[src/rtl/vga_frame_grabber_if.sv]
// Avalon-MM slave bus of the VGA frame grabber.
interface vga_frame_grabber_if;
  logic        chipselect;
  logic        read;
  logic        write;
  logic [7:0]  address;
  logic [31:0] writedata;
  logic [31:0] readdata;

  modport master (
    output chipselect, read, write, address, writedata,
    input  readdata
  );

  modport slave (
    input  chipselect, read, write, address, writedata,
    output readdata
  );
endinterface

[src/rtl/vga_frame_grabber.sv]
// Captures one decimated VGA frame into a FIFO and serves it over Avalon-MM.
//
// state   | meaning
// IDLE    | waiting for arm
// ARMED   | waiting for the next VSYNC falling edge
// CAPTURE | counting active pixels, pushing the decimated ones
// DONE    | frame finished (complete or cut short); FIFO still readable
module vga_frame_grabber #(
  parameter int FIFO_DEPTH = 64,
  parameter int DECIM_LOG2 = 2,
  parameter int ACTIVE_W   = 640,
  parameter int ACTIVE_H   = 480
) (
  input  logic                clk,
  input  logic                reset,
  vga_frame_grabber_if.slave  bus,
  input  logic [7:0]          VGA_R,
  input  logic [7:0]          VGA_G,
  input  logic [7:0]          VGA_B,
  input  logic                VGA_BLANK_n,
  input  logic                HSYNC,
  input  logic                VSYNC,
  output logic                irq
);

  localparam int XW    = $clog2(ACTIVE_W);
  localparam int YW    = $clog2(ACTIVE_H);
  localparam int AW    = $clog2(FIFO_DEPTH);
  localparam int FW    = AW + 1;
  localparam int DMASK = (1 << DECIM_LOG2) - 1;

  localparam logic [1:0] S_IDLE    = 2'd0;
  localparam logic [1:0] S_ARMED   = 2'd1;
  localparam logic [1:0] S_CAPTURE = 2'd2;
  localparam logic [1:0] S_DONE    = 2'd3;

  logic [1:0]    state;
  logic [XW-1:0] x;
  logic [YW-1:0] y;
  logic [23:0]   mem [FIFO_DEPTH];
  logic [AW-1:0] wr_ptr, rd_ptr;
  logic [FW-1:0] fill;
  logic          vs_q;
  logic          overflow, frame_done, short_frame;

  logic empty, full, reg_wr, arm, abort, clr, vs_fall, pop;
  logic pix_valid, keep, push_req, push, ovf_set, last_pix, short_set;
  logic unused_bits;

  assign empty   = (fill == '0);
  assign full    = (fill == FW'(FIFO_DEPTH));
  assign reg_wr  = bus.chipselect && bus.write && (bus.address == 8'd2);
  assign arm     = reg_wr && bus.writedata[0];
  assign abort   = reg_wr && bus.writedata[1];
  assign clr     = reg_wr && bus.writedata[2];
  assign vs_fall = vs_q && !VSYNC;
  assign pop     = bus.chipselect && bus.read && (bus.address == 8'd0) && !empty;

  // A VSYNC edge inside a capture ends the frame; that cycle carries no pixel.
  assign pix_valid = (state == S_CAPTURE) && VGA_BLANK_n && !vs_fall && !abort;
  assign keep      = ((x & XW'(DMASK)) == '0) && ((y & YW'(DMASK)) == '0);
  assign push_req  = pix_valid && keep;
  // A full FIFO still accepts a push when the head leaves on the same edge.
  assign push      = push_req && (!full || pop);
  assign ovf_set   = push_req && full && !pop;
  assign last_pix  = pix_valid && (x == XW'(ACTIVE_W - 1)) && (y == YW'(ACTIVE_H - 1));
  assign short_set = (state == S_CAPTURE) && vs_fall && !abort;

  assign irq = frame_done;

  assign unused_bits = ^{bus.writedata[31:3], HSYNC};

  // Register copy of VSYNC for falling-edge detection.
  always_ff @(posedge clk or negedge reset) begin
    if (!reset) vs_q <= 1'b1;
    else        vs_q <= VSYNC;
  end

  // Capture state machine and pixel position counters.
  always_ff @(posedge clk or negedge reset) begin
    if (!reset) begin
      state <= S_IDLE;
      x     <= '0;
      y     <= '0;
    end else if (abort) begin
      state <= S_IDLE;
      x     <= '0;
      y     <= '0;
    end else begin
      case (state)
        S_IDLE:  if (arm) state <= S_ARMED;
        S_ARMED: if (vs_fall) begin
          state <= S_CAPTURE;
          x     <= '0;
          y     <= '0;
        end
        S_CAPTURE: begin
          if (vs_fall) begin
            state <= S_DONE;
          end else if (VGA_BLANK_n) begin
            if (last_pix) state <= S_DONE;
            if (x == XW'(ACTIVE_W - 1)) begin
              x <= '0;
              y <= y + YW'(1);
            end else begin
              x <= x + XW'(1);
            end
          end
        end
        default: if (arm) state <= S_ARMED;
      endcase
    end
  end

  // FIFO pointers and fill level; abort flushes.
  always_ff @(posedge clk or negedge reset) begin
    if (!reset) begin
      wr_ptr <= '0;
      rd_ptr <= '0;
      fill   <= '0;
    end else if (abort) begin
      wr_ptr <= '0;
      rd_ptr <= '0;
      fill   <= '0;
    end else begin
      if (push) wr_ptr <= wr_ptr + AW'(1);
      if (pop)  rd_ptr <= rd_ptr + AW'(1);
      case ({push, pop})
        2'b10:   fill <= fill + FW'(1);
        2'b01:   fill <= fill - FW'(1);
        default: fill <= fill;
      endcase
    end
  end

  // Pixel storage; contents need no reset since fill gates every read.
  always_ff @(posedge clk) begin
    if (push) mem[wr_ptr] <= {VGA_R, VGA_G, VGA_B};
  end

  // Sticky flags; a set in the same cycle as a clear wins.
  always_ff @(posedge clk or negedge reset) begin
    if (!reset) begin
      overflow    <= 1'b0;
      frame_done  <= 1'b0;
      short_frame <= 1'b0;
    end else begin
      if (ovf_set)                   overflow    <= 1'b1;
      else if (clr)                  overflow    <= 1'b0;
      if (last_pix || short_set)     frame_done  <= 1'b1;
      else if (clr)                  frame_done  <= 1'b0;
      if (short_set)                 short_frame <= 1'b1;
      else if (clr)                  short_frame <= 1'b0;
    end
  end

  // Zero-latency read mux.
  always_comb begin
    bus.readdata = '0;
    if (bus.chipselect && bus.read) begin
      case (bus.address)
        8'd0: if (!empty) bus.readdata = {mem[rd_ptr], 8'h00};
        8'd1: bus.readdata = {9'd0, short_frame, state, frame_done, overflow,
                              full, empty, 16'(fill)};
        default: bus.readdata = '0;
      endcase
    end
  end

endmodule

[src/flat_wrapper.sv]
// flat-port wrapper written by rule: the top's interface ports become plain ports
module vga_frame_grabber_flat 
#(
  parameter int FIFO_DEPTH = 64,
  parameter int DECIM_LOG2 = 2,
  parameter int ACTIVE_W   = 640,
  parameter int ACTIVE_H   = 480
)
  (clk, reset, VGA_R, VGA_G, VGA_B, VGA_BLANK_n, HSYNC, VSYNC, irq, bus_chipselect, bus_read, bus_write, bus_address, bus_writedata, bus_readdata);
  vga_frame_grabber_if bus_i ();
  input  logic clk;
  input  logic reset;
  input  logic [7:0] VGA_R;
  input  logic [7:0] VGA_G;
  input  logic [7:0] VGA_B;
  input  logic VGA_BLANK_n;
  input  logic HSYNC;
  input  logic VSYNC;
  output logic irq;
  input wire logic [$bits(bus_i.chipselect)-1:0] bus_chipselect;
  input wire logic [$bits(bus_i.read)-1:0] bus_read;
  input wire logic [$bits(bus_i.write)-1:0] bus_write;
  input wire logic [$bits(bus_i.address)-1:0] bus_address;
  input wire logic [$bits(bus_i.writedata)-1:0] bus_writedata;
  output wire logic [$bits(bus_i.readdata)-1:0] bus_readdata;
  assign bus_i.chipselect = bus_chipselect;
  assign bus_i.read = bus_read;
  assign bus_i.write = bus_write;
  assign bus_i.address = bus_address;
  assign bus_i.writedata = bus_writedata;
  assign bus_readdata = bus_i.readdata;
  vga_frame_grabber #(.FIFO_DEPTH(FIFO_DEPTH), .DECIM_LOG2(DECIM_LOG2), .ACTIVE_W(ACTIVE_W), .ACTIVE_H(ACTIVE_H)) u_core (.clk(clk), .reset(reset), .bus(bus_i), .VGA_R(VGA_R), .VGA_G(VGA_G), .VGA_B(VGA_B), .VGA_BLANK_n(VGA_BLANK_n), .HSYNC(HSYNC), .VSYNC(VSYNC), .irq(irq));
endmodule
[config.mk]
export PLATFORM = sky130hd
export DESIGN_NAME = vga_frame_grabber_flat
export DESIGN_NICKNAME = d
export VERILOG_FILES = /design/src/rtl/vga_frame_grabber_if.sv /design/src/rtl/vga_frame_grabber.sv /design/src/flat_wrapper.sv
export SDC_FILE = /design/constraint.sdc
export NUM_CORES = 1
export LEC_CHECK = 0
export CAP_MARGIN = 20
export CORE_MARGIN = 3
export CORE_UTILIZATION = 35
export CTS_CLUSTER_SIZE = 25
export DETAILED_ROUTE_END_ITERATION = 12
export HOLD_SLACK_MARGIN = 0.1
export MAX_ROUTING_LAYER = met4
export PLACE_DENSITY_LB_ADDON = 0.2
export SKIP_CTS_REPAIR_TIMING = 1
export SYNTH_ARGS = -nofsm -noshare
export SYNTH_HDL_FRONTEND = slang
export SYNTH_SLANG_ARGS = --single-unit
[constraint.sdc]
create_clock -name clk -period 5.02 [get_ports clk]
set_input_delay 1.004 -clock clk [delete_from_list [all_inputs] [get_ports clk]]
set_output_delay 1.004 -clock clk [all_outputs]
set_load 0.005 [all_outputs]
# After elaboration in Yosys (flattened, before gate mapping)
# Memories as Yosys holds them, arrays and structs flattened.
# Index checks and enable logic that the tools add are counted.
dict set report op_classes {
  mul 0
  bitwise 0
  n_reduce_logical 44
  add_sub_neg 6
  n_eq_ne 15
  div 0
  order_cmp 0
  shift 0
  muxes 34
}
# operator count
set ops {}
lappend ops {{32-bit 2-to-1 mux} 2}
lappend ops {{32-bit case mux with 2 select lines} 1}
lappend ops {{10-bit 2-to-1 mux} 5}
lappend ops {{9-bit 2-to-1 mux} 5}
lappend ops {{6-bit 2-to-1 mux} 4}
lappend ops {{1-bit logical AND} 21}
lappend ops {{10-bit case mux with 2 select lines} 1}
lappend ops {{9-bit case mux with 2 select lines} 1}
lappend ops {{7-bit case mux with 2 select lines} 1}
lappend ops {{6-bit by 1-bit adder with 6-bit output, second input constant} 2}
lappend ops {{2-bit 2-to-1 mux} 6}
lappend ops {{10-bit by 1-bit adder with 10-bit output, second input constant} 1}
lappend ops {{10-bit equality test, second input constant} 1}
lappend ops {{10-bit zero test} 1}
lappend ops {{2-bit nonzero test} 5}
lappend ops {{9-bit by 1-bit adder with 9-bit output, second input constant} 1}
lappend ops {{9-bit equality test, second input constant} 1}
lappend ops {{9-bit zero test} 1}
lappend ops {{3-bit by 2-bit != test with 1-bit output, second input constant} 3}
lappend ops {{8-bit by 1-bit equality test with 1-bit output, second input constant} 1}
lappend ops {{8-bit by 2-bit equality test with 1-bit output, second input constant} 1}
lappend ops {{8-bit zero test} 1}
lappend ops {{4-bit AND reduction} 2}
lappend ops {{7-bit by 1-bit adder with 7-bit output, second input constant} 1}
lappend ops {{other kinds (16)} 30}
dict set report word_totals {
  elab_cells 110
  out_inout_bits 33
  ram_bits 1536
  register_bits 44
  mem_count 1
  inputBits 72
  latchBits 0
  romBits 0
}
# name words width read_ports rd_clocked_by_memory_dff write_ports line
set memory_table {}
lappend memory_table {u_core.mem 64 24 1 0 1 vga_frame_grabber.sv:40} ;# logic [23:0] mem [FIFO_DEPTH];

# Depth between registers and ports, before layout
dict set report logic_depth {
  depth_word 12
  ltp_mapped 16
  mapped_depth_nobuf 13
}

# Least setup slack after synthesis
# No wires, ideal clock.
dict set report synth_timing {
  kind {input port to flip-flop}
  startpoint {in bus_address[4]}
  endpoint {mem u_core.mem[50][0] (enable)}
  path_slack_ps 942
  path_stages 6
  required_time_ps 4615
  arrival_ps 3673
  setup_time_ps 405
  path_buffers 1
  path_cell_list {nor4b_4 -> nand4b_1 -> a211o_1 -> or4b_2 -> buf_2 -> nor2_1}
}
dict set report synth_via {
  elab_chain_cells 9
  elab_cells_between_ends 13
  cone_classes {eq/ne: 1; mux: 2; reduce/logical: 10}
}
# item line
set synth_lines {}
lappend synth_lines {{from (decl)} flat_wrapper.sv:23} ;# input wire logic [$bits(bus_i.address)-1:0] bus_address;
lappend synth_lines {{8-bit by 2-bit equality test with 1-bit output} vga_frame_grabber.sv:52} ;# assign reg_wr = bus.chipselect && bus.write && (bus.address == 8'd2);
lappend synth_lines {{1-bit logical AND} vga_frame_grabber.sv:52}
lappend synth_lines {{1-bit logical AND} vga_frame_grabber.sv:54} ;# assign abort = reg_wr && bus.writedata[1];
lappend synth_lines {{1-bit zero test} vga_frame_grabber.sv:60} ;# assign pix_valid = (state == S_CAPTURE) && VGA_BLANK_n && !vs_fall && !abort;
lappend synth_lines {{1-bit logical AND} vga_frame_grabber.sv:60}
lappend synth_lines {{1-bit logical AND} vga_frame_grabber.sv:62} ;# assign push_req = pix_valid && keep;
lappend synth_lines {{1-bit logical AND *} vga_frame_grabber.sv:64} ;# assign push = push_req && (!full || pop);
lappend synth_lines {{1-bit 2-to-1 mux *} vga_frame_grabber.sv:138} ;# if (push) mem[wr_ptr] <= {VGA_R, VGA_G, VGA_B};
lappend synth_lines {{1-bit 2-to-1 mux (implied by the code) *} vga_frame_grabber.sv:138}
lappend synth_lines {{to (decl)} vga_frame_grabber.sv:40}
# Mark *: on every way between the ends. The rest lies on a longest branch, timed or not.

# Worst setup path after layout
dict set report layout_timing {
  startpoint {reg u_core.rd_ptr[3]}
  endpoint {out bus_readdata[17]}
}
dict set report layout_via {
  elab_chain_cells 4
}
# item line
set layout_lines {}
lappend layout_lines {{from (decl)} vga_frame_grabber.sv:41} ;# logic [AW-1:0] wr_ptr, rd_ptr;
lappend layout_lines {{from (signal assigned)} vga_frame_grabber.sv:127} ;# if (pop) rd_ptr <= rd_ptr + AW'(1);
lappend layout_lines {{memory 64 x 24 bit} -}
lappend layout_lines {{32-bit 2-to-1 mux} vga_frame_grabber.sv:162} ;# 8'd0: if (!empty) bus.readdata = {mem[rd_ptr], 8'h00};
lappend layout_lines {{32-bit case mux with 2 select lines} vga_frame_grabber.sv:161} ;# case (bus.address)
lappend layout_lines {{32-bit 2-to-1 mux} vga_frame_grabber.sv:160} ;# if (bus.chipselect && bus.read) begin
lappend layout_lines {{to (decl)} flat_wrapper.sv:25} ;# output wire logic [$bits(bus_i.readdata)-1:0] bus_readdata;
# No other way between the ends.

==> results.yml <==
route:
  via_count: 30433
  wl_um: 169000
  post-route-drc-count: 0
  drt_pass1_iterations: 5
  drt_iter0_markers: 3461
  wire_length_on_met3_um: 10100
  met2_wirelength_um: 83600
  detail_route.vias_per_cell: 5.44
  routed.top_layer: "met4"
  ant_nets: 0
  routed_wire_length_per_instance_um: 30.2
  wirelength_met1_um: 71600
synth:
  syn_nets: 2894
  synthTopCellsByArea: "sky130_fd_sc_hd__edfxtp_1, sky130_fd_sc_hd__mux4_2, sky130_fd_sc_hd__dfrtp_1"
  postSynth.topFlopCell: "sky130_fd_sc_hd__edfxtp_1"
  ys_seq_elements: 1580
  synth_async_sr_flop_share_pct: 2.78
  synthCells: 2810
  synth.top_cell.area_share_pct: 74.7
  avgSynthCellArea_um2: 22.0
  synth.cell_area_um2: 61700
  edff_count_synth: 1536
  yosysWarningCount: 0
  synth_top_cell_by_area: "sky130_fd_sc_hd__edfxtp_1"
  yosysSeqAreaShare_pct: 76.5
  synth.lib_cells_used.distinct: 72
timing:
  rsz0062_at_grt: "yes"
  finalHoldViolations: 0
  setup_viol_count_final: 0
  max-slew-margin-rel_pct: 30.2
  fin_setup_tns_ns: 0
  fin_skew_ns: 0.0274
  finalCriticalPeriod_ns: 4.97
  final_min_period_over_clock_period_pct: 99.0
  setup_ws_ns: 0.0480
  max_clock_freq_ghz: 0.201
  finalMaxSlewViolations: 0
  timing_worst_slew_pin_value_ns: 1.05
setup_path:
  slowest_stage: "sky130_fd_sc_hd__dfrtp_4"
  cp_top_family: "buffers and inverters"
  critical_path.endpoint_type: "output pin"
  cpMostUsedCell: "sky130_fd_sc_hd__buf_4"
  critical_path.n_buffers_inverters: 3
  timing_worst_setup_path_type: "flop to output pin"
  critical_path.cell_chain: "buf_4 > nor2_1 > buf_4 > a22oi_1 > nand3_1 > nand2_1 > o221ai_1 > clkdlybuf4s50_1"
  crit_arrival_ns: 3.97
  worst_path_maximum_fanout: 13
  critPathMaxStageDelay_ns: 0.60
  cp-start-kind: "flop"
  worst-endpoint-required_ns: 4.02
finish:
  final_core_util_pct: 41.9
  area_growth_pct: 18.6
  mostFrequentLayoutCells: "sky130_fd_sc_hd__edfxtp_1, sky130_fd_sc_hd__mux4_2, sky130_fd_sc_hd__clkbuf_16"
  final_nets: 3224
  final_common_cell: "sky130_fd_sc_hd__edfxtp_1"
  drive_gt1_share_pct: 32.4
grt:
  first_global_vias: 31091
  grt_antenna_before_repair: 10
  grt_first_pass_wirelength_um: 234000
  largest_net_degree_at_the_start_of_global_routing: 65
  gr-usage-all-layers_pct: 18.8
  globalRouteOverflowTotal: 0
die:
  die_w_um: 426
  initial_core_util_pct: 35.4
  die_area_um2: 181000
  fp.coreArea_um2: 175000
  top_level_ports: 105
  floorplan.die.height_um: 426
  row_count: 153
placed_design:
  place.port_buffers: 73
  routabilityCongestion: 0.777
  dpl_worst_slack_ns: 0.193
  place.detailed.hpwl_um: 93200
power:
  seq_power_share_pct: 53.8
  p_sw_mw: 5.87
  power.switching_fraction_pct: 21.5
  power.density_cell_area_nw_per_um2: 373
  p_clk_share_pct: 41.3
  cellLeakagePower_nw: 22.4
  intPower_mw: 21.4
  worst_ir_drop_vdd_v: 0.000288
  combPwrFrac_pct: 4.9
outcome:
  run_status: "finished, final reports clean"
clock_network:
  clk-insertion-delay-late_ns: 0.80
  clock_sink_count: 1580
  cts_tree: "built"
  cts.clk_slew.worst_paths_ns: 0.06
  clockBufferDepth: 3
  htree_num_levels: 4
  cts_inserted_buffers: 160
  cts_root_buffer: "sky130_fd_sc_hd__clkbuf_16"
min_path:
  min_path_type: "flop to flop"
job:
  maxCapViolations: 0
worst reg2reg max path: cells and delay by family, from the launching register on:
kind                       cells  cell delay, ns
and+or+nand+nor                4            1.48
DFF                            1            0.48
adders and majority gates      2            0.49
muxes                          1            0.14
AOI/OAI and AO/OA              3            1.11
xor gates and xnor gates       1            0.16
path summary, 6_finish.rpt:
kind / to / cells after the start / slack, ns / start
worst max-delay path: bus_readdata[17] / 8 / 0.05 / u_core.rd_ptr[3]$_DFFE_PN0P_
max in group asynchronous: u_core.vs_q$_DFF_PN1_ / 3 / 3.91 / reset
worst min-delay path: u_core.short_frame$_DFFE_PN0P_ / 2 / 0.51 / u_core.short_frame$_DFFE_PN0P_
min in group asynchronous: u_core.y[0]$_DFFE_PN0P_ / 2 / 0.59 / reset
worst max register to register: u_core.fill[6]$_DFFE_PN0P_ / 11 / 1.04 / u_core.fill[1]$_DFFE_PN0P_
worst min register to register: u_core.short_frame$_DFFE_PN0P_ / 2 / 0.51 / u_core.short_frame$_DFFE_PN0P_
state kept, by name (all words and copies together) (netlist names):
signal / flops
u_core.fill: 7
u_core.irq: 1
u_core.mem: 1536
u_core.overflow: 1
u_core.rd_ptr: 6
u_core.short_frame: 1
u_core.state: 2
u_core.vs_q: 1
u_core.wr_ptr: 6
u_core.x: 10
u_core.y: 9
synthesized netlist by cell type, types with 11 or more instances:
master and instances:
sky130_fd_sc_hd__mux2i_1 57, sky130_fd_sc_hd__o21ai_0 27, sky130_fd_sc_hd__inv_1 15, sky130_fd_sc_hd__nand3_1 56, sky130_fd_sc_hd__buf_1 20, sky130_fd_sc_hd__nand4_1 13
sky130_fd_sc_hd__mux2_2 57, sky130_fd_sc_hd__o31ai_1 11, sky130_fd_sc_hd__a22o_1 15, sky130_fd_sc_hd__nand2_1 65, sky130_fd_sc_hd__o211ai_1 14, sky130_fd_sc_hd__dfrtp_1 43
sky130_fd_sc_hd__edfxtp_1 1536, sky130_fd_sc_hd__a22oi_1 12, sky130_fd_sc_hd__clkbuf_1 62, sky130_fd_sc_hd__buf_2 53, sky130_fd_sc_hd__a21oi_1 22, sky130_fd_sc_hd__nor2_1 92
sky130_fd_sc_hd__o22ai_1 12, sky130_fd_sc_hd__a221oi_1 19, sky130_fd_sc_hd__mux4_2 405, sky130_fd_sc_hd__ha_1 12, sky130_fd_sc_hd__buf_4 23
cell type report:
| class | count | area (µm²) |
|---|---|---|
| Antenna cell | 7 | 17.5 |
| Clock buffer | 205 | 4260 |
| Timing Repair Buffer | 332 | 3910 |
| Sequential cell | 1580 | 47200 |
| Inverter | 15 | 56.3 |
| Clock inverter | 82 | 636 |
| Multi-Input combinational cell | 1051 | 14200 |
| Tap cell | 2325 | 2910 |
| Fill cell | 15006 | 101000 |
power groups by stage:
stage	clock (mW)	combinational [mW]	sequential, mW
final	11.3	1.35	14.7
after global routing	12.0	1.46	14.7
after CTS	11.5	1.25	14.7
after detailed placement	0	1.24	15.0
after global placement	0	1.19	15.0
after floorplan	0	0.725	14.9
metal layers:
metal	track usage (%)	vias to the layer above
met2	30.4	1073
met4	4.69	0
met3	3.18	234
li1	-	12593
met1	24.9	16533
met5	-	-
kinds of logic after synthesis:
kind of cell               after synthesis  share of synthesized area, %
buffers and inverters                  179                          1.41
and+or+nand+nor                        322                          2.73
xor gates and xnor gates                11                         0.156
adders and majority gates               12                         0.243
AOI/OAI and AO/OA                      186                          2.21
DFF                                   1580                          76.5
muxes                                  519                          16.7
other                                    1                       0.00608
per-stage QoR:
| step | power (mW) | hold slack, ns | instance area [µm²] | cells |
|---|---|---|---|---|
| floorplan | 15.6 | 0.450 | 61700 | 2810 |
| global placement | 16.1 | 0.485 | 67100 | 5231 |
| detailed placement | 16.2 | 0.504 | 67100 | 5231 |
| CTS | 27.4 | 0.358 | 72000 | 5518 |
| global route | 28.2 | 0.516 | 73200 | 5594 |
| finish | 27.3 | 0.506 | 73200 | 5597 |
Power figures use the tool's default switching activity.
